File: src/rtl/kat_adc_config_sequencer.sv
// Replays a table of KAT ADC 3-wire register writes and arbitrates single software writes.
// Optional BUSY watchdog: define KATADC_SEQ_WATCHDOG_EN.
`timescale 1ns/1ps
module kat_adc_config_sequencer #(
  parameter  int NUM_ENTRIES  = 8,
  parameter  int POWERUP_WAIT = 1024,
  parameter  int AUTOCONFIG   = 0,
  parameter  int ARM_TIMEOUT  = 7,
  parameter  int WDOG_CYCLES  = 4096,
  localparam int IDX_W        = $clog2(NUM_ENTRIES)
) (
  input  logic             wb_clk_i,
  input  logic             wb_rst_i,
  input  logic             tbl_we,
  input  logic [IDX_W-1:0] tbl_addr,
  input  logic [19:0]      tbl_data,
  input  logic [IDX_W:0]   seq_len,
  input  logic             run,
  input  logic             sw_req,
  input  logic [3:0]       sw_addr,
  input  logic [15:0]      sw_data,
  output logic             sw_ack,
  output logic             cfg_start,
  output logic [3:0]       cfg_addr,
  output logic [15:0]      cfg_data,
  input  logic             cfg_done,
  output logic             seq_busy,
  output logic             seq_done,
  output logic             seq_err
);

  localparam int CNT_MAX_A = (POWERUP_WAIT > ARM_TIMEOUT) ? POWERUP_WAIT : ARM_TIMEOUT;
  localparam int CNT_MAX   = (CNT_MAX_A > WDOG_CYCLES) ? CNT_MAX_A : WDOG_CYCLES;
  localparam int CNT_W     = $clog2(CNT_MAX + 1);

  typedef enum logic [2:0] {
    S_IDLE, S_PWRUP, S_FETCH, S_ISSUE, S_ARM, S_BUSY, S_NEXT
  } state_t;

  state_t           state, state_nx;
  logic [19:0]      ram [NUM_ENTRIES];
  logic [IDX_W:0]   idx, len, len_sat;
  logic [CNT_W-1:0] cnt;
  logic             src_sw, pwrup_pend;
  logic             start_tbl, start_sw, fetch_load, idx_inc, set_done, set_err;

  assign len_sat  = (seq_len > (IDX_W+1)'(NUM_ENTRIES)) ? (IDX_W+1)'(NUM_ENTRIES) : seq_len;
  assign seq_busy = (state != S_IDLE);

  // NOTE: the table RAM has no reset so it maps onto block/distributed RAM; contents survive reset.
  always_ff @(posedge wb_clk_i) begin
    if (tbl_we && state == S_IDLE) ram[tbl_addr] <= tbl_data;
  end

  always_comb begin
    // NOTE: every output of this block gets a default first so no latch is inferred.
    state_nx   = state;
    start_tbl  = 1'b0;
    start_sw   = 1'b0;
    fetch_load = 1'b0;
    idx_inc    = 1'b0;
    set_done   = 1'b0;
    set_err    = 1'b0;
    cfg_start  = 1'b0;
    sw_ack     = 1'b0;
    case (state)
      S_IDLE: begin
        if (pwrup_pend) begin
          state_nx = S_PWRUP;
        end else if (run) begin
          state_nx  = S_FETCH;
          start_tbl = 1'b1;
        end else if (sw_req) begin
          state_nx = S_ISSUE;
          start_sw = 1'b1;
        end
      end
      S_PWRUP: begin
        if (cnt == CNT_W'(POWERUP_WAIT - 1)) begin
          state_nx  = S_FETCH;
          start_tbl = 1'b1;
        end
      end
      S_FETCH: begin
        if (idx == len) begin
          set_done = 1'b1;
          state_nx = S_IDLE;
        end else begin
          fetch_load = 1'b1;
          state_nx   = S_ISSUE;
        end
      end
      S_ISSUE: begin
        cfg_start = 1'b1;
        state_nx  = S_ARM;
      end
      S_ARM: begin
        if (!cfg_done) begin
          state_nx = S_BUSY;
        end else if (cnt == CNT_W'(ARM_TIMEOUT - 1)) begin
          // A table replay is abandoned; a software write is still acknowledged.
          set_err  = 1'b1;
          state_nx = src_sw ? S_NEXT : S_IDLE;
        end
      end
      S_BUSY: begin
        if (cfg_done) begin
          state_nx = S_NEXT;
        end
`ifdef KATADC_SEQ_WATCHDOG_EN
        else if (cnt == CNT_W'(WDOG_CYCLES - 1)) begin
          set_err  = 1'b1;
          state_nx = src_sw ? S_NEXT : S_IDLE;
        end
`endif
      end
      S_NEXT: begin
        if (src_sw) begin
          sw_ack   = 1'b1;
          state_nx = S_IDLE;
        end else begin
          idx_inc  = 1'b1;
          state_nx = S_FETCH;
        end
      end
      default: state_nx = S_IDLE;
    endcase
  end

  // NOTE: sequential state uses non-blocking assignments so all registers update together.
  always_ff @(posedge wb_clk_i or posedge wb_rst_i) begin
    if (wb_rst_i) begin
      state      <= S_IDLE;
      pwrup_pend <= (AUTOCONFIG != 0);
      cnt        <= '0;
      idx        <= '0;
      len        <= '0;
      src_sw     <= 1'b0;
      cfg_addr   <= '0;
      cfg_data   <= '0;
      seq_done   <= 1'b0;
      seq_err    <= 1'b0;
    end else begin
      state <= state_nx;
      cnt   <= (state_nx != state) ? '0 : cnt + 1'b1;
      if (state == S_IDLE) pwrup_pend <= 1'b0;
      if (start_tbl) begin
        idx      <= '0;
        len      <= len_sat;
        src_sw   <= 1'b0;
        seq_done <= 1'b0;
        seq_err  <= 1'b0;
      end
      if (start_sw) begin
        src_sw   <= 1'b1;
        cfg_addr <= sw_addr;
        cfg_data <= sw_data;
      end
      if (fetch_load) {cfg_addr, cfg_data} <= ram[idx[IDX_W-1:0]];
      if (idx_inc) idx <= idx + 1'b1;
      if (set_done) seq_done <= 1'b1;
      if (set_err) seq_err <= 1'b1;
    end
  end

endmodule

File: config.mk
export PLATFORM = sky130hd
export DESIGN_NAME = kat_adc_config_sequencer
export DESIGN_NICKNAME = d
export VERILOG_FILES = /design/src/rtl/kat_adc_config_sequencer.sv
export SDC_FILE = /design/constraint.sdc
export NUM_CORES = 1
export LEC_CHECK = 0
export ABC_AREA = 1
export BUFFER_PORTS_ARGS = -buffer_cell sky130_fd_sc_hd__buf_2
export CORE_MARGIN = 2
export CORE_UTILIZATION = 25
export CTS_BUF_LIST = sky130_fd_sc_hd__clkbuf_8
export DETAILED_ROUTE_END_ITERATION = 8
export PLACE_DENSITY = 0.38
export SYNTH_ARGS = -nofsm -noshare
export SYNTH_HDL_FRONTEND = slang
export SYNTH_SLANG_ARGS = --single-unit
File: constraint.sdc
create_clock -name wb_clk_i -period 2.4 [get_ports wb_clk_i]
set_input_delay 0.36 -clock wb_clk_i [delete_from_list [all_inputs] [get_ports wb_clk_i]]
set_output_delay 0.36 -clock wb_clk_i [all_outputs]
set_load 0.1 [all_outputs]
==> qor.csv <==
metric,value,unit
status,finished clean,
worstSkewPairLatency,530,ps
die_w,189,um
syn_nets,790,
rsz0062_at_grt,no,
ys_warn_count,0,
cts_tree,yes,
tightest_slew,878,ps
slew_viol_final,0,
clkTransAtPathRegs,60,ps
syn_inst,734,
final_area,10400,um^2
core,33600,um^2
nets,898,
fin_crit,2180,ps
maxCapViolations,0,
async_reset_ff_frac,0.227,
relSlewSlack,0.414,
grt_use_total,0.140,
cts.path.max_buffers,3,
clock-sinks,207,
die_h,189,um
fmax,458,MHz
dr.pass1.iters,5,
cp.arrival,1820,ps
peakVddDrop,0.000702,V
hold_slack,46.1,ps
drt_iter0_drc,347,
setup_violations,0,
initial_utilization,0.255,
fin_skew,12.9,ps
wl_per_cell,18.6,um
crit_path_start_kind,flop,
cts-root-buf,clkbuf_8,
endpoint_kind,output pin,
synth_edf_count,160,
wirelength,24600,um
finalNonFillerCells,1322,
num-fill-cells,3494,
multi_input_area,2260,um^2
cts_setup_buffers,0,
dr_total_vias,5874,
required,2040,ps
hp-class,input port to flop,
drive_gt1_frac,0.225,
synthFlopType,edfxtp_1,
gr-total-overflow,0,
power.density,1200,nW/um^2
first_global_vias,6142,
dp_cells,1247,
area_growth,21.5,%
syn-cell-area,8560,um^2
synth.distinct_cells,31,
hpwl,14800,um
ios,78,
n_antenna_cell,0,
crit_fanout,6,
ys_seq_area_frac,0.699,
grt_pass1_wl,38200,um
place_congestion,0.733,
htreeDepth,2,
hold_viol_final,0,
via_per_inst,4.44,
port_buffers,77,
grt_max_degree,83,
dieArea,35700,um^2
period_share,0.909,
leakage,3.88,nW
seqCellArea,5980,um^2
syn_area_per_cell,11.7,um^2
placed_area,9620,um^2
post_cts_resized,0,
ant_nets,0,
path_class,flop to output pin,
numCtsBuffers,40,
antenna_found_initial,0,
row_count,67,
drc,0,
ys_seq_elements,207,
per-layer routing:
metal  share of wire  global-route usage
met4           0.017              0.0373
met2            0.46               0.226
met5               0                   0
met1            0.48               0.193
met3           0.043              0.0265
metrics by stage:
stage / setup WS, ps / total power, W / utilization / TNS (ps)
floorplan: -162 / 0.00799 / - / -25920
global placement: 292 / 0.00931 / 0.286 / 0
detailed placement: 320 / 0.00930 / 0.286 / 0
CTS: 193 / 0.0128 / 0.309 / 0
global route: 47.9 / 0.0133 / 0.309 / 0
finish: 219 / 0.0125 / 0.309 / 0
critical path: stages (launching register included):
cell     delay, ps
dfrtp_1        440
inv_1          170
nand3_1        140
nor2_1         110
buf_2          430
synthesized netlist by cell type, types with 2 or more instances:
library cell	count	area, um^2
nand3_1	23	115
ha_1	3	37.5
nand2_1	54	203
nor2_2	14	87.6
nand2_2	4	25.0
o21ai_0	124	621
nand3_2	2	20.0
nor3_1	4	20.0
o22ai_1	19	119
dfrtp_1	47	1180
xnor2_1	6	52.6
o21ai_1	23	115
nor2_4	2	22.5
edfxtp_1	160	4800
inv_2	5	18.8
buf_2	4	20.0
clkbuf_1	33	124
xor2_1	6	52.6
a21oi_1	3	15.0
nor2_1	120	450
nand4_1	3	18.8
o221ai_1	22	193
inv_1	45	169
logic make-up (layout without fill, tap and decap cells):
group | after synthesis | after routing | synth area share
simple gates | 229 | 229 | 0.117
flops | 207 | 207 | 0.699
compound gates | 194 | 194 | 0.127
buf+inv | 89 | 229 | 0.0405
xor+xnor | 12 | 12 | 0.0123
fa+ha+maj | 3 | 3 | 0.00439
report_power, final:
group / total (W) / leakage (nW) / internal [W] / switching (W)
clock network: 0.00339 / 0.451 / 0.00187 / 0.00152
logic: 0.00467 / 1.40 / 0.00102 / 0.00364
registers: 0.00448 / 2.04 / 0.00424 / 0.000235
cell usage in the layout (no fill, tap or decap), types with 2 or more instances in the layout:
cell type   instances
clkinv_2            3
nor2_1            112
nor2_4              2
nand2_1            54
buf_12              3
inv_1              60
nand4_1             3
clkinvlp_4          2
edfxtp_1          160
xor2_1              6
nor3_4              2
nand3_2             2
a21oi_1             3
nor2_2             22
ha_1                3
dfrtp_1            46
nor3_1              3
nand2_2             4
o21ai_1            23
bufinv_16           2
o221ai_1           22
o21ai_0           124
xnor2_1             6
nand3_1            23
clkinv_1            7
buf_4              24
clkbuf_8           43
inv_2               7
o22ai_1            19
buf_2              77
path summary, 6_finish.rpt:
check | cells past startpoint | startpoint | slack [ps] | to
setup / recovery | 4 | state[0] | 220 | sw_ack
hold / removal | 3 | seq_len[1] | 50 | len[1]
max in group asynchronous | 4 | wb_rst_i | 1270 | cnt[9]
min in group asynchronous | 3 | wb_rst_i | 480 | cfg_data[8]
setup reg to reg | 6 | state[0] | 340 | ram[7][4]
hold reg to reg | 2 | seq_err | 480 | seq_err
cell type report:
type,count,share of cell area
repair buffers,105,0.0611
inverters,50,0.0180
flip-flops and latches,207,0.575
clock inverters,31,0.0173
well taps,448,0.0539
multi-input cells,438,0.218
clock buffers,43,0.0569
registers in the layout, summed over array words and instances, names as in the netlist:
name / cells
ram: 160
seq_done: 1
cnt: 13
cfg_addr: 4
state: 3
len: 4
cfg_data: 16
seq_err: 1
idx: 4
src_sw: 1
repair_timing:
action / CTS / global route
hold endpoints to repair: 25 / 0
hold buffers: 1 / 0
setup endpoints to repair: 0 / 0
No activity file was read; power rests on OpenSTA's default activity.
